### src/rtl/uart_tx_arbiter.sv
// Round-robin arbiter feeding one UART transmitter from two requesters,
// with per-frame retransmission on uncorrectable error or receive timeout.
module uart_tx_arbiter #(
    parameter int MAX_RETRY   = 2,
    parameter int TIMEOUT_CYC = 4095
) (
    input  logic        clk,
    input  logic        rst,
    input  logic        req0_valid,
    input  logic [7:0]  req0_data,
    output logic        req0_ready,
    input  logic        req1_valid,
    input  logic [7:0]  req1_data,
    output logic        req1_ready,
    output logic        tx_start,
    output logic [7:0]  tx_data,
    input  logic        tx_busy,
    input  logic        rx_done,
    input  logic        rx_double_err,
    input  logic        rx_corrected,
    output logic        grant_id,
    output logic        drop_pulse,
    output logic [15:0] sent_count,
    output logic [15:0] corrected_count
);

    typedef enum logic [1:0] {
        IDLE,
        ISSUE,
        WAIT_DONE
    } state_t;

    localparam logic [2:0]  RETRY_MAX = 3'(MAX_RETRY);
    localparam logic [15:0] TMO_LAST  = 16'(TIMEOUT_CYC - 1);

    state_t      state_q;
    logic        ptr_q;
    logic        grant_q;
    logic        drop_q;
    logic [7:0]  held_q;
    logic [2:0]  retry_q;
    logic [15:0] tmo_q;
    logic [15:0] sent_q;
    logic [15:0] corr_q;

    logic pick_d;
    logic accept_d;
    logic timeout_hit;

    // pick_d = 1 selects requester 1; the pointer only matters on contention
    assign pick_d      = (req0_valid && req1_valid) ? ptr_q : req1_valid;
    assign accept_d    = !rst && (state_q == IDLE) && (req0_valid || req1_valid);
    assign timeout_hit = (tmo_q == TMO_LAST);

    assign req0_ready      = accept_d && !pick_d;
    assign req1_ready      = accept_d && pick_d;
    assign tx_start        = (state_q == ISSUE) && !tx_busy;
    assign tx_data         = held_q;
    assign grant_id        = grant_q;
    assign drop_pulse      = drop_q;
    assign sent_count      = sent_q;
    assign corrected_count = corr_q;

    always_ff @(posedge clk or posedge rst) begin
        if (rst) begin
            state_q <= IDLE;
            ptr_q   <= 1'b0;
            grant_q <= 1'b0;
            drop_q  <= 1'b0;
            held_q  <= 8'h00;
            retry_q <= 3'd0;
            tmo_q   <= 16'd0;
            sent_q  <= 16'd0;
            corr_q  <= 16'd0;
        end else begin
            drop_q <= 1'b0;
            case (state_q)
                IDLE: begin
                    if (accept_d) begin
                        held_q  <= pick_d ? req1_data : req0_data;
                        grant_q <= pick_d;
                        ptr_q   <= ~pick_d;
                        retry_q <= 3'd0;
                        state_q <= ISSUE;
                    end
                end
                ISSUE: begin
                    if (!tx_busy) begin
                        tmo_q   <= 16'd0;
                        state_q <= WAIT_DONE;
                    end
                end
                WAIT_DONE: begin
                    tmo_q <= tmo_q + 16'd1;
                    // a receive report wins over a coincident timeout
                    if (rx_done && !rx_double_err) begin
                        if (sent_q != 16'hFFFF) sent_q <= sent_q + 16'd1;
                        if (rx_corrected && (corr_q != 16'hFFFF)) corr_q <= corr_q + 16'd1;
                        state_q <= IDLE;
                    end else if (rx_done || timeout_hit) begin
                        if (retry_q < RETRY_MAX) begin
                            retry_q <= retry_q + 3'd1;
                            state_q <= ISSUE;
                        end else begin
                            drop_q  <= 1'b1;
                            state_q <= IDLE;
                        end
                    end
                end
                default: state_q <= IDLE;
            endcase
        end
    end

endmodule

### config.mk
export PLATFORM = sky130hd
export DESIGN_NAME = uart_tx_arbiter
export DESIGN_NICKNAME = d
export VERILOG_FILES = /design/src/rtl/uart_tx_arbiter.sv
export SDC_FILE = /design/constraint.sdc
export NUM_CORES = 1
export LEC_CHECK = 0
export CORE_MARGIN = 1.5
export CORE_UTILIZATION = 55
export DETAILED_ROUTE_END_ITERATION = 8
export GPL_TIMING_DRIVEN = 0
export PLACE_DENSITY = 0.86
export SLEW_MARGIN = 20
export SYNTH_ARGS = -nofsm -noshare
export SYNTH_HDL_FRONTEND = slang
export SYNTH_SLANG_ARGS = --single-unit
export TNS_END_PERCENT = 5
### constraint.sdc
create_clock -name clk -period 7.1 [get_ports clk]
set_input_delay 2.13 -clock clk [delete_from_list [all_inputs] [get_ports clk]]
set_output_delay 2.13 -clock clk [all_outputs]
set_load 0.02 [all_outputs]
==> results.json, run 1 <==
{
  "crit_top_cell": "clkdlybuf4s50_1",
  "mostFrequentLayoutCell": "clkdlybuf4s50_1",
  "synth-edff-count": 0,
  "status": "finished clean",
  "final_cell_mix": "68 x clkdlybuf4s50_1, 64 x dfrtp_1, 33 x nand2_1, 23 x nor2_1, 22 x nand3_1",
  "drtAntennaViolNets": 0,
  "area_delta_synth_final_pct": 30.8,
  "synth_nets": 340,
  "hold_viol": 0,
  "drv_slew": 0,
  "clock_path_buffers": 2,
  "post-synth-top-area-cell": "dfrtp_1",
  "worstPathMaxFanout": 10,
  "start_util": 0.575,
  "synth_seq_cells": 64,
  "grtUsageMet1": 0.325,
  "rows": 27,
  "synth_xor_area_frac": 0.0519,
  "dp_hpwl_mm": 5.26,
  "grt_start_max_net_pins": 54,
  "max_freq_mhz": 155,
  "finalCritPeriodShare": 0.906,
  "synth_top_cell_area_share": 0.500,
  "holdBufCountCts": 0,
  "drive_gt1_frac": 0.0783,
  "synthAdderAreaFrac": 0.0195,
  "finalInstanceArea_sq_mm": 0.00419,
  "cts_resized": 0,
  "fp.dieH_um": 79.3,
  "boundaryPins": 69,
  "antenna_found_initial": 0,
  "path_class": "in -> out",
  "cp-start-kind": "input port",
  "synthMuxAreaShare": 0.0543,
  "async_flop_share": 1.00,
  "routed_wirelength_mm": 7.40,
  "period_needed_ps": 6440,
  "max_stage_delay_ps": 640,
  "vdd_drop_max_v": 0.000169,
  "numCtsBuffers": 9,
  "maxCapViolCount": 0,
  "drtIter0Drc": 236,
  "grt_use_total": 0.254,
  "dr.pass1.iters": 5,
  "synthFlopType": "dfrtp_1",
  "gp_congestion": 0.814,
  "slowest_stage": "clkdlybuf4s50_1",
  "synth_compound_area_frac": 0.109,
  "cts_tree": "yes",
  "h-tree-depth": 3,
  "relSlewSlack": 0.500,
  "setup_viol": 0,
  "p_per_area_mw_per_mm2": 258,
  "tightestPinTransition_ps": 744,
  "final_cells": 468,
  "cts_root_buf": "clkbuf_8",
  "grt-busiest-layer": "met2",
  "numPortBuffers": 68,
  "routed_via_density": 5.90,
  "dpl_cell_area_sq_mm": 0.00401,
  "nets": 420,
  "cts_setup_buffers": 0,
  "clock_sinks": 64,
  "fin_skew_ps": 10.2,
  "leakagePower_nw": 1.85,
  "n_antenna_cell": 0,
  "synth_top_family_by_area": "simple AND/OR/NAND/NOR gates",
  "nFillCells": 369,
  "syn_area_sq_mm": 0.00320,
  "synth-simple-area-share": 0.248,
  "yosysWarnings": 0,
  "insertion_delay_ps": 340,
  "timing.setup.tns_ps": 0,
  "routedWlPerCell_um": 15.8,
  "crit_chain": "clkdlybuf4s50_1 > or3_1 > or2_1 > clkbuf_1 > nor2_1 > clkdlybuf4s50_1",
  "synth.avg_cell_area_sq_um": 10.3,
  "vias": 2763,
  "synthCells": 311,
  "dpl.cell_count": 452,
  "grt_pass1_vias": 2577,
  "end_kind": "output pin",
  "dieArea_sq_mm": 0.00629,
  "die_w_um": 79.3,
  "synth_cell_type_count": 52,
  "grt_overflow": 0,
  "synth.yosys.seq_area_share": 0.500,
  "grt_pass1_wl_mm": 12.2,
  "use_met3": 0.0598,
  "grtUsageMet2": 0.416,
  "rsz0062_at_grt": "no",
  "drc": 0,
  "synthTopCellsByArea": "dfrtp_1 50%, mux2i_1 4.4%, nand2_1 3.9%, xor2_1 3.8%, nand3_1 3.4%",
  "cp.arrival_ps": 4310,
  "clkTransAtPathRegs_ps": 60,
  "coreArea_sq_mm": 0.00557,
  "required_ps": 4970,
  "holdCritPathClass": "reg -> reg"
}
## critical path, delay by kind of cell
kind,cells,cell delay [ps]
buffers and inverters,3,1330
AND/OR/NAND/NOR,3,840
## sequential cells by signal (all words and copies together), names as in the netlist
signal           flops
drop_pulse           1
ptr_q                1
sent_count          16
retry_q              3
tx_data              8
state_q              2
corrected_count     16
tmo_q               16
grant_id             1
## power by group
group	switching, mW	internal, mW
Combinational	0.167	0.143
Sequential	0.0584	0.421
Clock	0.136	0.155
## cell usage after synthesis (6+ instances only)
cell,count
dfrtp_1,64
nor3_1,10
and4_1,6
o211ai_1,6
a21oi_1,6
xor2_1,14
o21ai_0,15
nand3_1,22
nand2_1,33
nor2_1,23
nand4_1,14
mux2i_1,14
inv_1,9
## metrics by stage
| stage | power [mW] | hold slack, ps | util | setup WS [ps] |
|---|---|---|---|---|
| 2_1_floorplan | 0.645 | 438 | - | 1740 |
| 3_3_place_gp | 0.770 | 462 | 0.713 | 764 |
| 3_5_place_dp | 0.793 | 480 | 0.719 | 685 |
| 4_1_cts | 1.09 | 485 | 0.752 | 670 |
| 5_1_grt | 1.14 | 506 | 0.752 | 576 |
| 6_report | 1.08 | 485 | 0.752 | 665 |
## cell type report
class | count | area (sq um) | share of cell area
plain buffers | 5 | 22.5 | 0.00537
clock buffers | 14 | 173 | 0.0412
clock inverters | 2 | 12.5 | 0.00299
inverters | 9 | 36.3 | 0.00866
multi-input cells | 233 | 1550 | 0.369
flip-flops and latches | 64 | 1600 | 0.382
well taps | 72 | 90.1 | 0.0215
repair buffers | 69 | 708 | 0.169
## layer usage
| layer | up-vias | part of all wire |
|---|---|---|
| met2 | 80 | 0.50 |
| met5 | - | 0 |
| li1 | 1314 | - |
| met4 | 0 | 0.021 |
| met3 | 18 | 0.048 |
| met1 | 1351 | 0.43 |
## worst paths after layout
kind,startpoint,end,slack [ps],cells past startpoint
max,rst,req1_ready,660,6
min,grant_id,grant_id,480,1
max reg2reg,sent_count[0],sent_count[1],5070,5
min reg2reg,grant_id,grant_id,480,1
max in group asynchronous,rst,tmo_q[15],4530,3
min in group asynchronous,rst,ptr_q,2080,2
## cell families after synthesis
family / after synthesis
AND/OR/NAND/NOR: 140
flip-flops: 64
AO/OA/AOI/OAI: 52
XOR/XNOR: 19
multiplexers: 17
buffers and inverters: 14
adder cells (fa/ha/maj): 5
(Power assumes the default switching activity.)
==> run 2: changes to the inputs <==
MAX_ROUTING_LAYER = met4   (was unset)
PLACE_DENSITY = 0.93   (was 0.86)
TNS_END_PERCENT = 30   (was 5)
==> run 2 against run 1 <==
Effect of this change: sequential share of layout area grew 0.11 points; combinational power is essentially flat; die area is the same; sequential cell count is the same; via count grew 0.69%; sequential power is essentially flat; wire length grew 1.2%; worst setup slack lost 2.5 ps; total power shrank 1.1%; design area shrank 0.30%; maximum frequency is essentially flat.
==> results.json, run 2 (same netlist as run 1, synthesis figures left out) <==
{
  "vias": 2782,
  "tightestPinTransition_ps": 753,
  "maxCapViolCount": 0,
  "dp_hpwl_mm": 5.29,
  "nFillCells": 377,
  "combPwrFrac": 0.288,
  "rows": 27,
  "fp.dieH_um": 79.3,
  "required_ps": 4970,
  "coreArea_sq_mm": 0.00557,
  "swShare": 0.330,
  "insertion_delay_ps": 340,
  "drive_gt1_frac": 0.0736,
  "max_freq_mhz": 155,
  "status": "finished clean",
  "holdCritPathClass": "reg -> reg",
  "drc": 0,
  "mostFrequentLayoutCell": "clkdlybuf4s50_1",
  "p_per_area_mw_per_mm2": 256,
  "clock_sinks": 64,
  "p_int_uw": 716,
  "end_kind": "output pin",
  "period_needed_ps": 6440,
  "relSlewSlack": 0.494,
  "routed_wirelength_mm": 7.49,
  "hold_viol": 0,
  "rsz0062_at_grt": "no",
  "p_switching_uw": 352,
  "cts_root_buf": "clkbuf_8",
  "cp-start-kind": "input port",
  "h-tree-depth": 3,
  "clock_path_buffers": 2,
  "grt_use_total": 0.262,
  "grt_pass1_vias": 2741,
  "seq_area_sq_mm": 0.00160,
  "final_cell_mix": "68 x clkdlybuf4s50_1, 64 x dfrtp_1, 33 x nand2_1, 23 x nor2_1, 22 x nand3_1",
  "die_w_um": 79.3,
  "grt_overflow": 0,
  "antenna_found_initial": 0,
  "routedWlPerCell_um": 16.1,
  "fin_skew_ps": 7.82,
  "reg2regPathDepth": 5,
  "finalCritPeriodShare": 0.907,
  "clkTransAtPathRegs_ps": 60,
  "pwr-share-seq": 0.448,
  "routed_via_density": 5.97,
  "n_antenna_cell": 0,
  "setup_viol": 0,
  "leakagePower_nw": 1.85,
  "start_util": 0.575,
  "vdd_drop_max_v": 0.000180,
  "whs_ps": 483,
  "nets": 420,
  "dr.pass1.iters": 4,
  "grt_pass1_wl_mm": 12.4,
  "area_delta_synth_final_pct": 30.4,
  "cts_resized": 0,
  "numCtsBuffers": 9,
  "multi_input_area_sq_mm": 0.00155,
  "cts_tree": "yes",
  "cp.arrival_ps": 4310,
  "drv_slew": 0,
  "path_class": "in -> out",
  "drtAntennaViolNets": 0,
  "drtIter0Drc": 211,
  "cts_setup_buffers": 0,
  "grt_start_max_net_pins": 48,
  "min_path_cells": 1,
  "gp_congestion": 0.847,
  "boundaryPins": 69,
  "dieArea_sq_mm": 0.00629,
  "numPortBuffers": 68,
  "timing.setup.tns_ps": 0,
  "final_util": 0.749,
  "holdBufCountCts": 0,
  "worstPathMaxFanout": 10,
  "power_frac_clock": 0.264
}
==> run 2: cell count changes in the layout (fill, tap and decap cells not counted) <==
cell | before | now
clkinvlp_4 | 1 | 0
clkinv_2 | 1 | 0
==> run 2: cell type report <==
class,count,share of cell area
Inverter,9,0.00869
Buffer,5,0.00539
Tap cell,72,0.0216
Timing Repair Buffer,69,0.170
Sequential cell,64,0.383
Multi-Input combinational cell,233,0.370
Clock buffer,14,0.0413
==> run 2: power by group through the flow <==
stage / Clock (mW) / Sequential [mW] / Combinational (mW)
2_1_floorplan: 0 / 0.518 / 0.127
3_3_place_gp: 0 / 0.479 / 0.289
3_5_place_dp: 0 / 0.484 / 0.306
4_1_cts: 0.284 / 0.478 / 0.310
5_1_grt: 0.301 / 0.487 / 0.335
6_report: 0.282 / 0.478 / 0.308
==> run 2: worst paths after layout <==
| check | startpoint | endpoint | slack (ps) |
|---|---|---|---|
| worst max-delay path | rst | req1_ready | 660 |
| worst min-delay path | tmo_q[15] | tmo_q[15] | 480 |
| worst max register to register | sent_count[0] | sent_count[1] | 5080 |
| worst min register to register | tmo_q[15] | tmo_q[15] | 480 |
| max in group asynchronous | rst | sent_count[6] | 4470 |
| min in group asynchronous | rst | tmo_q[4] | 2140 |
==> run 2: metrics by stage <==
step / total power, mW / cell area, sq um / instances / setup WS [ps]
6_report: 1.07 / 4180 / 466 / 662
5_1_grt: 1.12 / 4180 / 466 / 589
4_1_cts: 1.07 / 4180 / 466 / 668
3_5_place_dp: 0.790 / 4010 / 452 / 668
3_3_place_gp: 0.769 / 3980 / 451 / 750
2_1_floorplan: 0.645 / 3200 / 311 / 1740
==> run 2: worst max-delay path: stages <==
cell	delay (ps)
clkdlybuf4s50_1	480
or3_1	370
or2_1	240
clkbuf_1	210
nor2_1	230
clkdlybuf4s50_1	650
==> run 2: per-layer routing <==
layer / global-route usage / share of wire
met1: 0.319 / 0.42
met2: 0.424 / 0.49
met3: 0.0471 / 0.057
met4: 0.128 / 0.027
met5: - / 0
==> run 3: changes to the inputs <==
SLEW_MARGIN = unset   (was 20)
clock period = 8 ns   (was 7.1 ns; I/O delays follow)
==> run 3 against run 2 <==
Effect of this change: sequential power is 11% lower; utilization is 0.18 points lower; first-iteration DRC count is 25% lower; sequential share of layout area is 0.092 points higher; sequential cell count stayed put; register-to-register slack better by 890 ps; critical path type unchanged; die area stayed put; combinational power is 11% lower; count of clock-buffer cells in the layout stayed put.
==> results.json, run 3 (same netlist as run 1, synthesis figures left out) <==
{
  "status": "finished clean",
  "drv_slew": 0,
  "routed_wirelength_mm": 7.63,
  "leakagePower_nw": 1.84,
  "final_util": 0.748,
  "clkTransAtPathRegs_ps": 70,
  "cts_root_buf": "clkbuf_8",
  "routed.top_layer": "met4",
  "path_class": "in -> out",
  "dieArea_sq_mm": 0.00629,
  "boundaryPins": 69,
  "grt_overflow": 0,
  "wl_met3_um": 396,
  "grt_pass1_wl_mm": 12.8,
  "cts_resized": 0,
  "hold_viol": 0,
  "vias": 2826,
  "setup_viol": 0,
  "nets": 420,
  "vdd_drop_max_v": 0.000142,
  "grt_pass1_vias": 2731,
  "insertion_delay_ps": 340,
  "slowest_stage": "clkdlybuf4s50_1",
  "dr.pass1.iters": 4,
  "crit_chain": "clkdlybuf4s50_1 > or3_1 > or2_1 > clkbuf_1 > nor2_1 > clkdlybuf4s50_1",
  "final_cell_mix": "68 x clkdlybuf4s50_1, 64 x dfrtp_1, 33 x nand2_1, 23 x nor2_1, 22 x nand3_1",
  "tightestPinTransition_ps": 769,
  "maxCapViolCount": 0,
  "cts_tree": "yes",
  "grt_start_max_net_pins": 34,
  "coreArea_sq_mm": 0.00557,
  "worstPathMaxFanout": 10,
  "n_antenna_cell": 0,
  "drc": 0,
  "gp_congestion": 0.847,
  "rows": 27,
  "max_freq_mhz": 144,
  "cp.arrival_ps": 4530,
  "drt-met1-wl_mm": 3.20,
  "antenna_found_initial": 0,
  "dp_slack_ps": 1070,
  "start_util": 0.575,
  "final_cells": 466,
  "routed_via_density": 6.06,
  "dpl.cell_count": 452,
  "numCtsBuffers": 9,
  "drtIter0Drc": 159,
  "setup_slack_ps": 1070,
  "grt_use_total": 0.273,
  "numPortBuffers": 68,
  "relSlewSlack": 0.483,
  "cp-start-kind": "input port",
  "required_ps": 5600,
  "end_kind": "output pin",
  "fp.dieH_um": 79.3,
  "clock_sinks": 64,
  "mostFrequentLayoutCell": "clkdlybuf4s50_1",
  "whs_ps": 479,
  "cts_setup_buffers": 0,
  "holdBufCountCts": 0,
  "drtAntennaViolNets": 0,
  "holdCritPathClass": "reg -> reg",
  "routedWlPerCell_um": 16.4,
  "p_per_area_mw_per_mm2": 228,
  "fin_skew_ps": 8.73,
  "max_stage_delay_ps": 640,
  "clock_path_buffers": 2,
  "area_delta_synth_final_pct": 30.1,
  "nFillCells": 398,
  "crit_top_cell": "clkdlybuf4s50_1",
  "met2WireLength_mm": 3.86,
  "die_w_um": 79.3,
  "rsz0062_at_grt": "no",
  "dp_hpwl_mm": 5.35,
  "h-tree-depth": 3,
  "timing.setup.tns_ps": 0,
  "finalCritPeriodShare": 0.866,
  "period_needed_ps": 6930,
  "drive_gt1_frac": 0.0736
}
-- run 3: cell count changes in the layout (fill, tap and decap cells not counted) --
cell,delta
buf_12,+1
buf_16,-1
inv_2,+1
inv_4,-1
-- run 3: cell type report --
cell class	instances	area, sq um	share of cell area
clock buffers	14	173	0.0414
multi-input cells	233	1550	0.371
well taps	72	90.1	0.0216
plain buffers	5	22.5	0.00540
flip-flops and latches	64	1600	0.384
inverters	9	33.8	0.00811
repair buffers	69	701	0.168
-- run 3: worst max-delay path: cells and delay by family --
| kind | cells | cell delay, ps |
|---|---|---|
| buffers and inverters | 3 | 1310 |
| AND/OR/NAND/NOR | 3 | 810 |
-- run 3: worst paths after layout --
check	start	to	slack [ps]	cells past startpoint
max in group asynchronous	rst	sent_count[6]	4860	3
worst max-delay path	rst	req1_ready	1070	6
worst min-delay path	tx_data[0]	tx_data[0]	480	2
worst min register to register	tx_data[0]	tx_data[0]	480	2
min in group asynchronous	rst	tmo_q[10]	2540	2
worst max register to register	sent_count[0]	sent_count[1]	5970	5
-- run 3: per-layer routing --
layer / vias to the layer above / track usage
met5: - / -
met3: 17 / 0.0609
li1: 1307 / -
met2: 112 / 0.447
met4: 0 / 0.112
met1: 1390 / 0.329
-- run 3: power breakdown --
group,switching [mW],internal (mW),leakage [nW]
clock,0.117,0.135,0.0886
sequential,0.0517,0.374,0.860
combinational,0.147,0.127,0.896
total,0.316,0.636,1.84
-- run 3: through the flow --
step | power, mW | instance area (sq um)
3_3_place_gp | 0.682 | 3980
4_1_cts | 0.952 | 4170
5_1_grt | 1.00 | 4170
6_report | 0.951 | 4170
2_1_floorplan | 0.573 | 3200
3_5_place_dp | 0.700 | 4000
